--- src/rtl/fetch_queue_pkg.sv ---
// Shared types and defaults for the fetch queue: fetch FSM states and queue entry layout.
package fetch_queue_pkg;

  localparam int unsigned DEF_DATA_W      = 16;
  localparam int unsigned DEF_ADDR_W      = 16;
  localparam int unsigned DEF_INSTR_BYTES = 2;
  localparam int unsigned DEF_RESET_PC    = 0;

  typedef enum logic [1:0] {
    ST_IDLE   = 2'd0,
    ST_REQ    = 2'd1,
    ST_SQUASH = 2'd2,
    ST_ERR    = 2'd3
  } fetch_state_e;

  // Default-width queue entry; the top re-declares it at its own parameter widths.
  typedef struct packed {
    logic [DEF_DATA_W-1:0] instr;
    logic [DEF_ADDR_W-1:0] pc;
    logic [DEF_ADDR_W-1:0] pc_next;
  } fq_entry_t;

endpackage

--- src/rtl/fetch_queue_fifo.sv ---
// DEPTH-entry synchronous FIFO with flush and a registered head entry.
module fetch_queue_fifo
  import fetch_queue_pkg::*;
#(
  parameter int unsigned DEPTH = 4,
  parameter type entry_t = fq_entry_t,
  localparam int unsigned CNT_W = $clog2(DEPTH + 1)
) (
  input  logic             clk,
  input  logic             rst,
  input  logic             push,
  input  entry_t           push_data,
  input  logic             pop,
  input  logic             flush,
  output logic [CNT_W-1:0] count,
  output logic             full,
  output logic             valid,
  output entry_t           head
);

  localparam int unsigned PTR_W = $clog2(DEPTH);

  entry_t           mem [DEPTH];
  logic [PTR_W-1:0] rd_ptr;
  logic [PTR_W-1:0] wr_ptr;
  logic [PTR_W-1:0] rd_ptr_d;
  logic [CNT_W-1:0] count_d;
  entry_t           head_d;

  // Next pointer/count and next head: a push into an otherwise empty queue bypasses into head.
  always_comb begin
    rd_ptr_d = rd_ptr;
    count_d  = count;
    head_d   = head;
    if (flush) begin
      rd_ptr_d = '0;
      count_d  = '0;
    end else begin
      if (pop) begin
        rd_ptr_d = rd_ptr + PTR_W'(1);
      end
      count_d = count + CNT_W'(push) - CNT_W'(pop);
      if (push && ((count - CNT_W'(pop)) == '0)) begin
        head_d = push_data;
      end else if (pop) begin
        head_d = mem[rd_ptr_d];
      end
    end
  end

  always_ff @(posedge clk) begin
    if (rst) begin
      rd_ptr <= '0;
      wr_ptr <= '0;
      count  <= '0;
      full   <= 1'b0;
      valid  <= 1'b0;
      head   <= '0;
    end else begin
      rd_ptr <= rd_ptr_d;
      count  <= count_d;
      full   <= (count_d == CNT_W'(DEPTH));
      valid  <= (count_d != '0);
      head   <= head_d;
      if (flush) begin
        wr_ptr <= '0;
      end else if (push) begin
        wr_ptr <= wr_ptr + PTR_W'(1);
      end
    end
  end

  always_ff @(posedge clk) begin
    if (push && !flush) begin
      mem[wr_ptr] <= push_data;
    end
  end

endmodule

--- src/rtl/fetch_queue.sv ---
// Run-ahead instruction fetch: issues memory reads into a small queue feeding decode,
// with redirect flush/squash and a sticky memory error.
module fetch_queue
  import fetch_queue_pkg::*;
#(
  parameter int unsigned DATA_W      = DEF_DATA_W,
  parameter int unsigned ADDR_W      = DEF_ADDR_W,
  parameter int unsigned DEPTH       = 4,
  parameter int unsigned INSTR_BYTES = DEF_INSTR_BYTES,
  parameter int unsigned RESET_PC    = DEF_RESET_PC
) (
  input  logic              clk,
  input  logic              rst,
  input  logic              redirect_valid,
  input  logic [ADDR_W-1:0] redirect_pc,
  input  logic              deq_stall,
  output logic              imem_rd,
  output logic [ADDR_W-1:0] imem_addr,
  input  logic [DATA_W-1:0] imem_data,
  input  logic              imem_done,
  input  logic              imem_stall,
  input  logic              imem_err,
  output logic              out_valid,
  output logic [DATA_W-1:0] out_instr,
  output logic [ADDR_W-1:0] out_pc,
  output logic [ADDR_W-1:0] out_pc_next,
  output logic              err
);

  localparam int unsigned CNT_W = $clog2(DEPTH + 1);
  localparam logic [ADDR_W-1:0] PC_STEP = ADDR_W'(INSTR_BYTES);

  typedef struct packed {
    logic [DATA_W-1:0] instr;
    logic [ADDR_W-1:0] pc;
    logic [ADDR_W-1:0] pc_next;
  } entry_t;

  fetch_state_e      state_q;
  fetch_state_e      state_d;
  logic [ADDR_W-1:0] fetch_pc_q;
  logic [ADDR_W-1:0] fetch_pc_d;
  logic [ADDR_W-1:0] addr_q;
  logic [ADDR_W-1:0] addr_d;
  logic              rd_q;
  logic              rd_d;
  logic              err_q;
  logic              err_d;
  logic              push;
  logic              pop;
  logic [ADDR_W-1:0] pc_plus;
  logic [CNT_W-1:0]  fifo_count;
  logic              fifo_full;
  logic              fifo_valid;
  entry_t            push_entry;
  entry_t            head;

  // Memory busy is informational only; the request is held until done either way.
  logic unused_stall;
  assign unused_stall = imem_stall;

  assign pc_plus    = fetch_pc_q + PC_STEP;
  assign push_entry = '{instr: imem_data, pc: fetch_pc_q, pc_next: pc_plus};
  assign pop        = fifo_valid && !deq_stall && !redirect_valid;

  always_ff @(posedge clk) begin
    if (rst) begin
      state_q    <= ST_IDLE;
      fetch_pc_q <= ADDR_W'(RESET_PC);
      addr_q     <= '0;
      rd_q       <= 1'b0;
      err_q      <= 1'b0;
    end else begin
      state_q    <= state_d;
      fetch_pc_q <= fetch_pc_d;
      addr_q     <= addr_d;
      rd_q       <= rd_d;
      err_q      <= err_d;
    end
  end

  // Next state; a redirect always retargets fetch_pc and suppresses any push this cycle.
  always_comb begin
    state_d    = state_q;
    fetch_pc_d = fetch_pc_q;
    addr_d     = addr_q;
    err_d      = err_q;
    push       = 1'b0;
    if (redirect_valid) begin
      fetch_pc_d = redirect_pc;
    end
    case (state_q)
      ST_IDLE: begin
        if (!fifo_full && !redirect_valid && !err_q) begin
          state_d = ST_REQ;
          addr_d  = fetch_pc_q;
        end
      end
      ST_REQ: begin
        if (redirect_valid) begin
          state_d = imem_done ? ST_IDLE : ST_SQUASH;
        end else if (imem_done) begin
          if (imem_err) begin
            state_d = ST_ERR;
            err_d   = 1'b1;
          end else begin
            push       = 1'b1;
            fetch_pc_d = pc_plus;
            // Chain the next read only if the queue still has a free slot after this push.
            if (pop || (fifo_count != CNT_W'(DEPTH - 1))) begin
              state_d = ST_REQ;
              addr_d  = pc_plus;
            end else begin
              state_d = ST_IDLE;
            end
          end
        end
      end
      ST_SQUASH: begin
        if (imem_done) begin
          state_d = ST_IDLE;
        end
      end
      ST_ERR: begin
        state_d = ST_ERR;
      end
      default: begin
        state_d = ST_IDLE;
      end
    endcase
    rd_d = (state_d == ST_REQ) || (state_d == ST_SQUASH);
  end

  fetch_queue_fifo #(
    .DEPTH   (DEPTH),
    .entry_t (entry_t)
  ) u_fifo (
    .clk       (clk),
    .rst       (rst),
    .push      (push),
    .push_data (push_entry),
    .pop       (pop),
    .flush     (redirect_valid),
    .count     (fifo_count),
    .full      (fifo_full),
    .valid     (fifo_valid),
    .head      (head)
  );

  assign imem_rd     = rd_q;
  assign imem_addr   = addr_q;
  assign out_valid   = fifo_valid;
  assign out_instr   = head.instr;
  assign out_pc      = head.pc;
  assign out_pc_next = head.pc_next;
  assign err         = err_q;

endmodule

--- config.mk ---
export PLATFORM = sky130hd
export DESIGN_NAME = fetch_queue
export DESIGN_NICKNAME = d
export VERILOG_FILES = /design/src/rtl/fetch_queue_pkg.sv /design/src/rtl/fetch_queue_fifo.sv /design/src/rtl/fetch_queue.sv
export SDC_FILE = /design/constraint.sdc
export NUM_CORES = 1
export LEC_CHECK = 0
export BUFFER_PORTS_ARGS = -buffer_cell sky130_fd_sc_hd__buf_2
export CAP_MARGIN = 15
export CORE_MARGIN = 5
export CORE_UTILIZATION = 55
export CTS_CLUSTER_DIAMETER = 40
export DETAILED_ROUTE_END_ITERATION = 12
export HOLD_SLACK_MARGIN = 0.06
export PLACE_DENSITY_LB_ADDON = 0.25
export SLEW_MARGIN = 20
export SYNTH_ARGS = -nofsm -noshare
export SYNTH_HDL_FRONTEND = slang
export SYNTH_SLANG_ARGS = --single-unit
--- constraint.sdc ---
create_clock -name clk -period 7.3 [get_ports clk]
set_clock_uncertainty 0.2 [all_clocks]
set_input_delay 1.825 -clock clk [delete_from_list [all_inputs] [get_ports clk]]
set_output_delay 1.825 -clock clk [all_outputs]
set_load 0.02 [all_outputs]
==> impl_metrics.ini, run 1 <==
[floorplanning]
rows = 55
core_sq_um = 22800
dieArea_sq_um = 26400
start_util_pct = 56.1
die_w_um = 162
ios = 106
die_h_um = 162

[place]
post_dp_cell_area_sq_um = 13400
io_buffer_count = 104
dp_hpwl_um = 18800
gp_congestion = 0.792

[routing]
post_drt_wl_per_cell_um = 21.7
wirelength_um = 33300
dr.first_iter.drc_count = 1098
vias = 9614
final_antenna_net_count = 0
drt-met1-wl_um = 14000
drtPass1Iterations = 5
route.met2.wl_um = 15400
viasPerCell = 6.27
drt_drc_violations_left = 0
wl_met3_um = 3200
highest_layer = met4

[logic_synthesis]
yosysTopAreaCellShare_pct = 44.2
ys.warnings.count = 0
async_reset_ff_share_pct = 0
synthTopCellsByArea = edfxtp_1 (44%), dfxtp_1 (14%), nor3_1 (4.7%), nand2_1 (3.2%), mux2_2 (2.6%)
synth_nets = 1174
synth_area_sq_um = 12800
synth_cell_type_count = 67
ys_seq_area_share_pct = 58.6
synth_ff_type = edfxtp_1
syn_avg_cell_area_sq_um = 11.3
syn_inst = 1127
ys_seq_elements = 280
synth_edf_count = 188
yosysTopAreaCell = edfxtp_1

[setup_path]
cpMostUsedCell = buf_4
critical_path_required_ns = 7.53
startpoint_type = input pin
cpMaxStageDelayCell = o21ai_4
crit_type = input pin to flip-flop
cp_max_fo = 38
endpoint_kind = flip-flop
path_delay_family = compound AO/OA/AOI/OAI gates
path_cells = buf_2 -> nor3b_4 -> nand2b_1 -> buf_4 -> inv_1 -> ha_1 -> nor2b_1 -> nand4_4 -> o21ai_4 -> buf_4 -> o21ai_0 -> a31oi_1
cp_slowest_stage_delay_ns = 1.03
path_buf_inv = 4
critical_path_arrival_ns = 5.39

[timing]
timing_hold_violations_final = 0
rsz0062_at_grt = false
fmax_mhz = 194
setup_viol = 0
slew_viol_final = 0
fin_crit_ns = 5.16
maxSlewHeadroom_pct = 24.9
fin_crit_sh_pct = 70.7
worst_pin_slew_ns = 1.12
setup_tns_ns = 0

[layout]
nets = 1238
fillerInstances = 1727
finalInstanceArea_sq_um = 14700
regArea_sq_um = 7490
n_antenna_cell = 0
syn_to_final_growth_pct = 15.1
drive_above_1_share_pct = 21.1
multi_input_area_sq_um = 4740

[pwr]
p_total_mw = 3.82
ir_worst_vdd_uv = 171
p_leak_nw = 5.21
powerDensity_nw_per_um2 = 260

[grt]
grt.total_usage_pct = 24.9
grt_pass1_wl_um = 52200
grt_max_degree = 86
grt_remaining_overflow = 0
antenna_found_initial = 0
grt_pass1_vias = 9548

[clocking]
cts_root_buffer = clkbuf_16
cts-htree-levels = 2
insertion_delay_ns = 0.51
cts_sinks = 280
cts.path.max_buffers = 3
cts_tree = built
clkTransAtPathRegs_ns = 0.05
ctsHoldBuffers = 0
cts_setup_buffers = 0
cts_resized = 0
cts_buffers = 38

[worst_hold_path]
min_path_type = flip-flop to flip-flop

[status]
status = complete, no violations

[flow_run]
drv_cap = 0
==> cell usage after synthesis, drive strengths merged (2+ instances only) <==
master and n:
a211oi 11, o311a 2, a21o 3, o211ai 5
and3 3, mux2 30, edfxtp 188, nand2b 5
nor4b 2, mux2i 7, nand3 33, a31oi 13
o2111a 3, clkbuf 47, and4 3, buf 55
o221ai 3, dfxtp 92, a311oi 5, nor2 63
o21ai 42, a22oi 2, mux4 13, nor3b 2
nor2b 4, and2 22, a32oi 24, a21oi 43
nand4 7, or2 4, a211o 2, a221o 5
or3 20, xor2 13, ha 7, xnor2 32
inv 14, o21a 2, o22ai 37, nor3 119
o2111ai 21, nand2 109
==> worst min-delay path, delay by kind of cell (launching register included) <==
family / cells / cell delay [ns]
and+or+nand+nor: 1 / 0.07
DFF: 1 / 0.32
muxes: 1 / 0.07
==> state kept, by name (all words and copies together), names as in the netlist <==
register	count
imem_rd	1
u_fifo.wr_ptr	2
u_fifo.valid	1
u_fifo.mem	188
u_fifo.rd_ptr	2
state_q	2
u_fifo.head	47
imem_addr	16
fetch_pc_q	16
u_fifo.count	3
u_fifo.full	1
err	1
==> final cells by class <==
class	instances	area share [%]
Clock buffer	47	7.27
Multi-Input combinational cell	731	32.2
Sequential cell	280	50.9
Tap cell	313	2.66
Timing Repair Buffer	126	4.69
Inverter	14	0.357
Clock inverter	23	1.85
==> cell usage in the layout, fill, tap and decap left out, types with 4 or more instances in the layout <==
master	netlist	final
and2_2	0	4
a31oi_1	13	13
a311oi_1	4	4
inv_6	0	5
or2_2	3	4
or3_1	19	19
clkinv_4	0	6
a211oi_1	11	11
clkbuf_16	0	41
xor2_1	13	13
o2111ai_1	21	21
buf_4	11	21
clkbuf_1	46	4
o211ai_1	5	5
edfxtp_1	188	188
nand4_1	6	6
a21oi_1	43	42
and2_1	10	6
o21ai_0	41	41
nor2_1	63	63
nand2b_1	5	4
a221o_1	5	5
nand2_1	108	108
inv_1	13	13
xnor2_1	31	31
and2_0	12	12
mux2i_1	7	7
dfxtp_1	92	90
nor2b_1	4	4
nor3_1	119	119
buf_2	35	104
a32oi_1	24	24
clkinvlp_4	0	4
nand3_1	33	33
o22ai_1	37	37
mux2_2	30	30
ha_1	7	7
mux4_2	13	13
bufinv_16	0	4
==> routing by layer <==
| layer | track usage (%) | vias up |
|---|---|---|
| met5 | 0 | - |
| met2 | 38.7 | 481 |
| met3 | 5.16 | 50 |
| li1 | - | 4376 |
| met1 | 35.4 | 4707 |
| met4 | 7.57 | 0 |
==> final timing paths <==
check                      start         endpoint  slack [ns]  depth (start not counted)
setup reg to reg    u_fifo.valid  u_fifo.head[22]        3.42                         11
hold / removal      imem_addr[0]     imem_addr[0]        0.29                          2
setup / recovery  redirect_valid  u_fifo.head[22]        2.14                         12
hold reg to reg     imem_addr[0]     imem_addr[0]        0.29                          2
==> through the flow <==
stage | hold slack (ns) | worst slack (ns) | instances | util [%]
4_1_cts | 0.298 | 2.18 | 1533 | 64.5
3_3_place_gp | 0.275 | 1.84 | 1463 | 58.6
5_1_grt | 0.321 | 1.95 | 1534 | 64.6
3_5_place_dp | 0.282 | 1.72 | 1463 | 58.6
6_report | 0.293 | 2.14 | 1534 | 64.6
2_1_floorplan | 0.255 | 2.97 | 1127 | -
==> kinds of logic (layout without fill, tap and decap cells) <==
logic type / Yosys count / after routing / share of synthesized area, %
fa+ha+maj: 8 / 8 / 0.842
xor+xnor: 45 / 45 / 3.23
compound gates: 225 / 225 / 12.0
buf+inv: 116 / 210 / 4.49
flops: 280 / 280 / 58.6
simple gates: 403 / 403 / 15.4
mux: 50 / 50 / 5.48
==> where the power goes <==
part / internal (mW) / total [mW] / leakage (nW) / switching, mW
Sequential: 1.72 / 1.75 / 2.46 / 0.0306
Combinational: 0.0550 / 0.166 / 2.10 / 0.111
Clock: 1.20 / 1.91 / 0.647 / 0.708
Total: 2.98 / 3.82 / 5.21 / 0.849
Power figures use the tool's default switching activity.
==> run 2, diff against run 1 <==
CORE_UTILIZATION = 54   (was 55)
clock period = 4.7 ns   (was 7.3 ns; I/O delays follow)
==> run 2 against run 1 <==
Net effect:
- die area is 1.7% higher
- via count grew 0.12%
- clock power grew 59%
- register-to-register slack got worse by 2.0 ns
- largest power group unchanged
==> impl_metrics.ini, run 2 (synthesis gave the netlist of run 1 again) <==
[grt]
antenna_found_initial = 0
grt_remaining_overflow = 0
grt.total_usage_pct = 25.2
grt_max_degree = 107
grt_pass1_wl_um = 52800
grt_use_met3_pct = 4.74
grt_pass1_vias = 9589
use_met1_pct = 35.2
top_usage_layer = met2
grt_util_met2_pct = 40.4

[routing]
post_drt_wl_per_cell_um = 21.9
final_antenna_net_count = 0
vias = 9626
drt_drc_violations_left = 0
drtPass1Iterations = 5
wirelength_um = 33800
dr.first_iter.drc_count = 1195
viasPerCell = 6.23

[pwr]
ir_worst_vdd_uv = 280
p_total_mw = 6.01
p_leak_nw = 5.26
powerDensity_nw_per_um2 = 406

[timing]
rsz0062_at_grt = false
setup_tns_ns = 0
worst_pin_slew_ns = 0.960
fin_crit_ns = 3.30
setup_ws_ns = 1.40
fin_crit_sh_pct = 70.2
fmax_mhz = 303
setup_viol = 0
maxSlewHeadroom_pct = 36.0
slew_viol_final = 0
timing_hold_violations_final = 0

[worst_hold_path]
min_path_type = flip-flop to flip-flop

[floorplanning]
die_h_um = 164
dieArea_sq_um = 26800
start_util_pct = 54.6
die_w_um = 164
core_sq_um = 23400
rows = 56
ios = 106

[setup_path]
startpoint_type = input pin
critical_path_required_ns = 4.86
crit_type = input pin to flip-flop
cp_max_fo = 26
critical_path_arrival_ns = 3.46
endpoint_kind = flip-flop

[layout]
multi_input_area_sq_um = 4740
n_antenna_cell = 0
finalInstanceArea_sq_um = 14800
largest_register_ffs = 188
drive_above_1_share_pct = 21.3
final_cell_mix = edfxtp_1 (188), nor3_1 (119), nand2_1 (108), buf_2 (104), dfxtp_1 (90)
regArea_sq_um = 7490
layout_commonest_cell = edfxtp_1
syn_to_final_growth_pct = 16.0
nets = 1242
top_regs = u_fifo.mem (188), u_fifo.head (47)
regMostFlops = u_fifo.mem
fillerInstances = 1807

[status]
status = complete, no violations

[flow_run]
drv_cap = 0

[place]
post_dp_cell_area_sq_um = 13500
dp_slack_ns = 0.913
gp_congestion = 0.815
io_buffer_count = 104
dp_hpwl_um = 19400

[clocking]
clkTransAtPathRegs_ns = 0.06
cts_buffers = 38
cts_sinks = 280
ctsHoldBuffers = 0
cts-htree-levels = 2
cts_root_buffer = clkbuf_16
cts.path.max_buffers = 3
insertion_delay_ns = 0.52
cts_setup_buffers = 0
cts_tree = built
cts_resized = 0
==> run 2: changes by cell type in the layout (fill, tap and decap cells not counted), moves of 2 or more <==
cell / previous run / this run
buf_12: 0 / 5
clkinv_2: 3 / 7
clkinv_4: 6 / 2
clkbuf_1: 4 / 1
clkinv_1: 0 / 3
inv_6: 5 / 2
bufinv_16: 4 / 6
==> run 2: worst max-delay path, stage by stage <==
cell,delay [ns]
buf_2,0.20
nor3b_4,0.07
nand2b_1,0.11
inv_1,0.06
ha_1,0.26
nor2b_1,0.20
nand4_4,0.43
or2_1,0.40
buf_4,0.27
o22ai_1,0.19
nor3_1,0.07
==> run 2: area by class of cell <==
type                       count  share of cell area [%]
sequential                   280                    50.5
multi-input combinational    731                    31.9
clock buffer                  43                    7.04
timing repair buffer         130                    5.27
tap                          319                    2.69
clock inverter                27                    2.17
inverter                      14                   0.354
==> run 2: power breakdown <==
group	internal, mW	total, mW	switching [mW]
registers	2.67	2.72	0.0469
clock network	1.94	3.03	1.09
logic	0.0871	0.261	0.174
==> run 2: metal layers <==
metal  up-vias  routed length (um)
met5         -                   0
met4         0                 713
met3        59                2920
met2       471               16100
met1      4695               14100
li1       4401                   -
==> run 2: worst paths after layout <==
kind / cells after the start / from / slack, ns / to
setup / recovery: 11 / redirect_valid / 1.40 / u_fifo.head[7]
setup reg to reg: 10 / state_q[0] / 1.45 / u_fifo.valid
hold / removal: 2 / u_fifo.wr_ptr[0] / 0.29 / u_fifo.wr_ptr[0]
hold reg to reg: 2 / u_fifo.wr_ptr[0] / 0.29 / u_fifo.wr_ptr[0]
==> run 2: metrics by stage <==
stage	hold WS, ns	util [%]	std cells
after CTS	0.296	63.3	1544
after global routing	0.330	63.4	1544
after floorplan	0.255	-	1127
after detailed placement	0.289	57.5	1474
after global placement	0.282	57.5	1474
final	0.292	63.4	1544
==> run 3, diff against run 2 <==
ABC_AREA = 1   (was not set)
CORE_UTILIZATION = 55   (was 54)
clock period = 3.2 ns   (was 4.7 ns; I/O delays follow)
==> run 3 against run 2 <==
Net effect:
- clock-buffer cell count increased by 2
- critical path type is now flip-flop to flip-flop
- final cell count is 8.7% higher
- core utilization rose by 1.9 points
==> impl_metrics.ini, run 3 <==
[status]
status = complete, no violations

[logic_synthesis]
synth_cell_type_count = 40
ys_seq_area_share_pct = 62.5
synth_compound_area_share_pct = 6.68
ys.warnings.count = 0
yosys.cell_count.top_type = nand2_1
synth_fa_ha_area_share_pct = 0.899
syn_avg_cell_area_sq_um = 9.50
syn_inst = 1260
async_reset_ff_share_pct = 0
synth-xor-area-share_pct = 1.23
ys_seq_elements = 280
synth_edf_count = 188
yosys.area_share.simple_pct = 22.6
synth.top_cells.by_count = nand2_1 (402), edfxtp_1 (188), nand3_1 (110), inv_1 (96), nor2_1 (96)
synth_ff_type = edfxtp_1
synthMuxAreaShare_pct = 0
synth_area_sq_um = 12000
synth_nets = 1307
synth_top_family_by_area = simple AND/OR/NAND/NOR gates
synthTopCellsByArea = edfxtp_1 (47%), dfxtp_1 (15%), nand2_1 (13%), nand3_1 (4.6%), inv_1 (3.0%)
yosysTopAreaCellShare_pct = 47.2
yosysTopAreaCell = edfxtp_1

[layout]
regMostFlops = u_fifo.mem
layout_commonest_cell = nand2_1
n_antenna_cell = 0
largest_register_ffs = 188
nets = 1420
final_cell_mix = nand2_1 (402), edfxtp_1 (188), nand3_1 (110), buf_2 (104), inv_1 (95)
syn_to_final_growth_pct = 17.8
top_regs = u_fifo.mem (188), u_fifo.head (47)
finalInstanceArea_sq_um = 14100
drive_above_1_share_pct = 16.0

[clocking]
cts_setup_buffers = 0
cts_root_buffer = clkbuf_16
cts-htree-levels = 2
insertion_delay_ns = 0.50
cts_sinks = 280
cts_resized = 0
clkTransAtPathRegs_ns = 0.06
ctsHoldBuffers = 0
cts_buffers = 36
cts_tree = built
cts.path.max_buffers = 3

[pwr]
powerDensity_nw_per_um2 = 580
ir_worst_vdd_uv = 369
p_leak_nw = 6.04

[place]
io_buffer_count = 104
post_dp_cell_area_sq_um = 13000
dp_hpwl_um = 17700
gp_congestion = 0.894

[timing]
setup_viol = 0
fmax_mhz = 400
setup_tns_ns = 0
timing_hold_violations_final = 0
fin_crit_ns = 2.50
fin_crit_sh_pct = 78.0
hold_slack_ns = 0.294
worst_pin_slew_ns = 0.759
slew_viol_final = 0
rsz0062_at_grt = false
maxSlewHeadroom_pct = 49.1

[grt]
grt.total_usage_pct = 23.5
grt_max_degree = 67
grt_remaining_overflow = 0
antenna_found_initial = 0
grt_pass1_vias = 8483
grt_pass1_wl_um = 45900

[setup_path]
cp_max_fo = 28
critical_path_arrival_ns = 2.71
cp_slowest_stage_delay_ns = 0.35
startpoint_type = flip-flop
path_cells = inv_2 -> nand2_4 -> nor2_4 -> nand2_2 -> nor2_2 -> nand2_4 -> nand2_4 -> buf_12 -> o21ai_0 -> a21oi_1
critical_path_required_ns = 3.42
cpMostUsedCell = nand2_4
crit_type = flip-flop to flip-flop
endpoint_kind = flip-flop
path_delay_family = simple AND/OR/NAND/NOR gates
path_buf_inv = 2
cpMaxStageDelayCell = dfxtp_1

[floorplanning]
ios = 106
start_util_pct = 55.4
core_sq_um = 21600
die_h_um = 158
dieArea_sq_um = 24800
rows = 54
die_w_um = 158

[flow_run]
drv_cap = 0

[routing]
dr.first_iter.drc_count = 770
viasPerCell = 5.38
drt_drc_violations_left = 0
final_antenna_net_count = 0
wirelength_um = 28900
post_drt_wl_per_cell_um = 17.2
vias = 9034
drtPass1Iterations = 5

[worst_hold_path]
min_path_type = flip-flop to flip-flop
-- run 3: power breakdown --
| part | total, mW | switching [mW] | internal (mW) |
|---|---|---|---|
| logic | 0.465 | 0.321 | 0.145 |
| clock network | 3.73 | 1.50 | 2.23 |
| registers | 3.99 | 0.0579 | 3.93 |
-- run 3: final cells by class --
| type | instances | area (sq um) |
|---|---|---|
| clock buffer | 45 | 956 |
| sequential | 280 | 7490 |
| clock inverter | 19 | 159 |
| inverter | 102 | 383 |
| tap | 280 | 350 |
| fill | 1732 | 7520 |
| multi-input combinational | 814 | 3790 |
| timing repair buffer | 139 | 983 |
-- run 3: final timing paths --
check / from / slack [ns] / endpoint / cells after the start
min reg2reg: imem_addr[5] / 0.29 / imem_addr[5] / 2
max reg2reg: state_q[1] / 0.70 / u_fifo.head[39] / 10
max: state_q[1] / 0.70 / u_fifo.head[39] / 10
min: imem_addr[5] / 0.29 / imem_addr[5] / 2
-- run 3: logic make-up (layout without fill, tap and decap cells) --
group,Yosys count,count (layout)
simple gates,642,642
flops,280,280
xor+xnor,16,16
compound gates,148,148
buf+inv,166,305
fa+ha+maj,8,8
-- run 3: worst register-to-register path, cell delays in order (launching register included) --
cell and delay (ns):
dfxtp_1 0.35, inv_2 0.10, nand2_4 0.16, nor2_4 0.23, nand2_2 0.29, nor2_2 0.24, nand2_4 0.10, nand2_4 0.23
buf_12 0.22, o21ai_0 0.13, a21oi_1 0.16
-- run 3: per-stage QoR --
| stage | total power [mW] | setup WS (ns) | std cells | util (%) |
|---|---|---|---|---|
| floorplan | 4.33 | -0.779 | 1260 | - |
| global placement | 4.51 | 0.337 | 1615 | 60.1 |
| detailed placement | 4.52 | 0.286 | 1615 | 60.1 |
| CTS | 8.23 | 0.731 | 1679 | 65.2 |
| global route | 8.47 | 0.550 | 1679 | 65.2 |
| finish | 8.18 | 0.702 | 1679 | 65.2 |
-- run 3: routing by layer --
metal  wire length (um)  track usage [%]  up-vias
li1                   -                -     4392
met5                  0                0        -
met3               2090             3.88       41
met2              13700             38.1      351
met1              12700             33.6     4250
met4                437             5.53        0
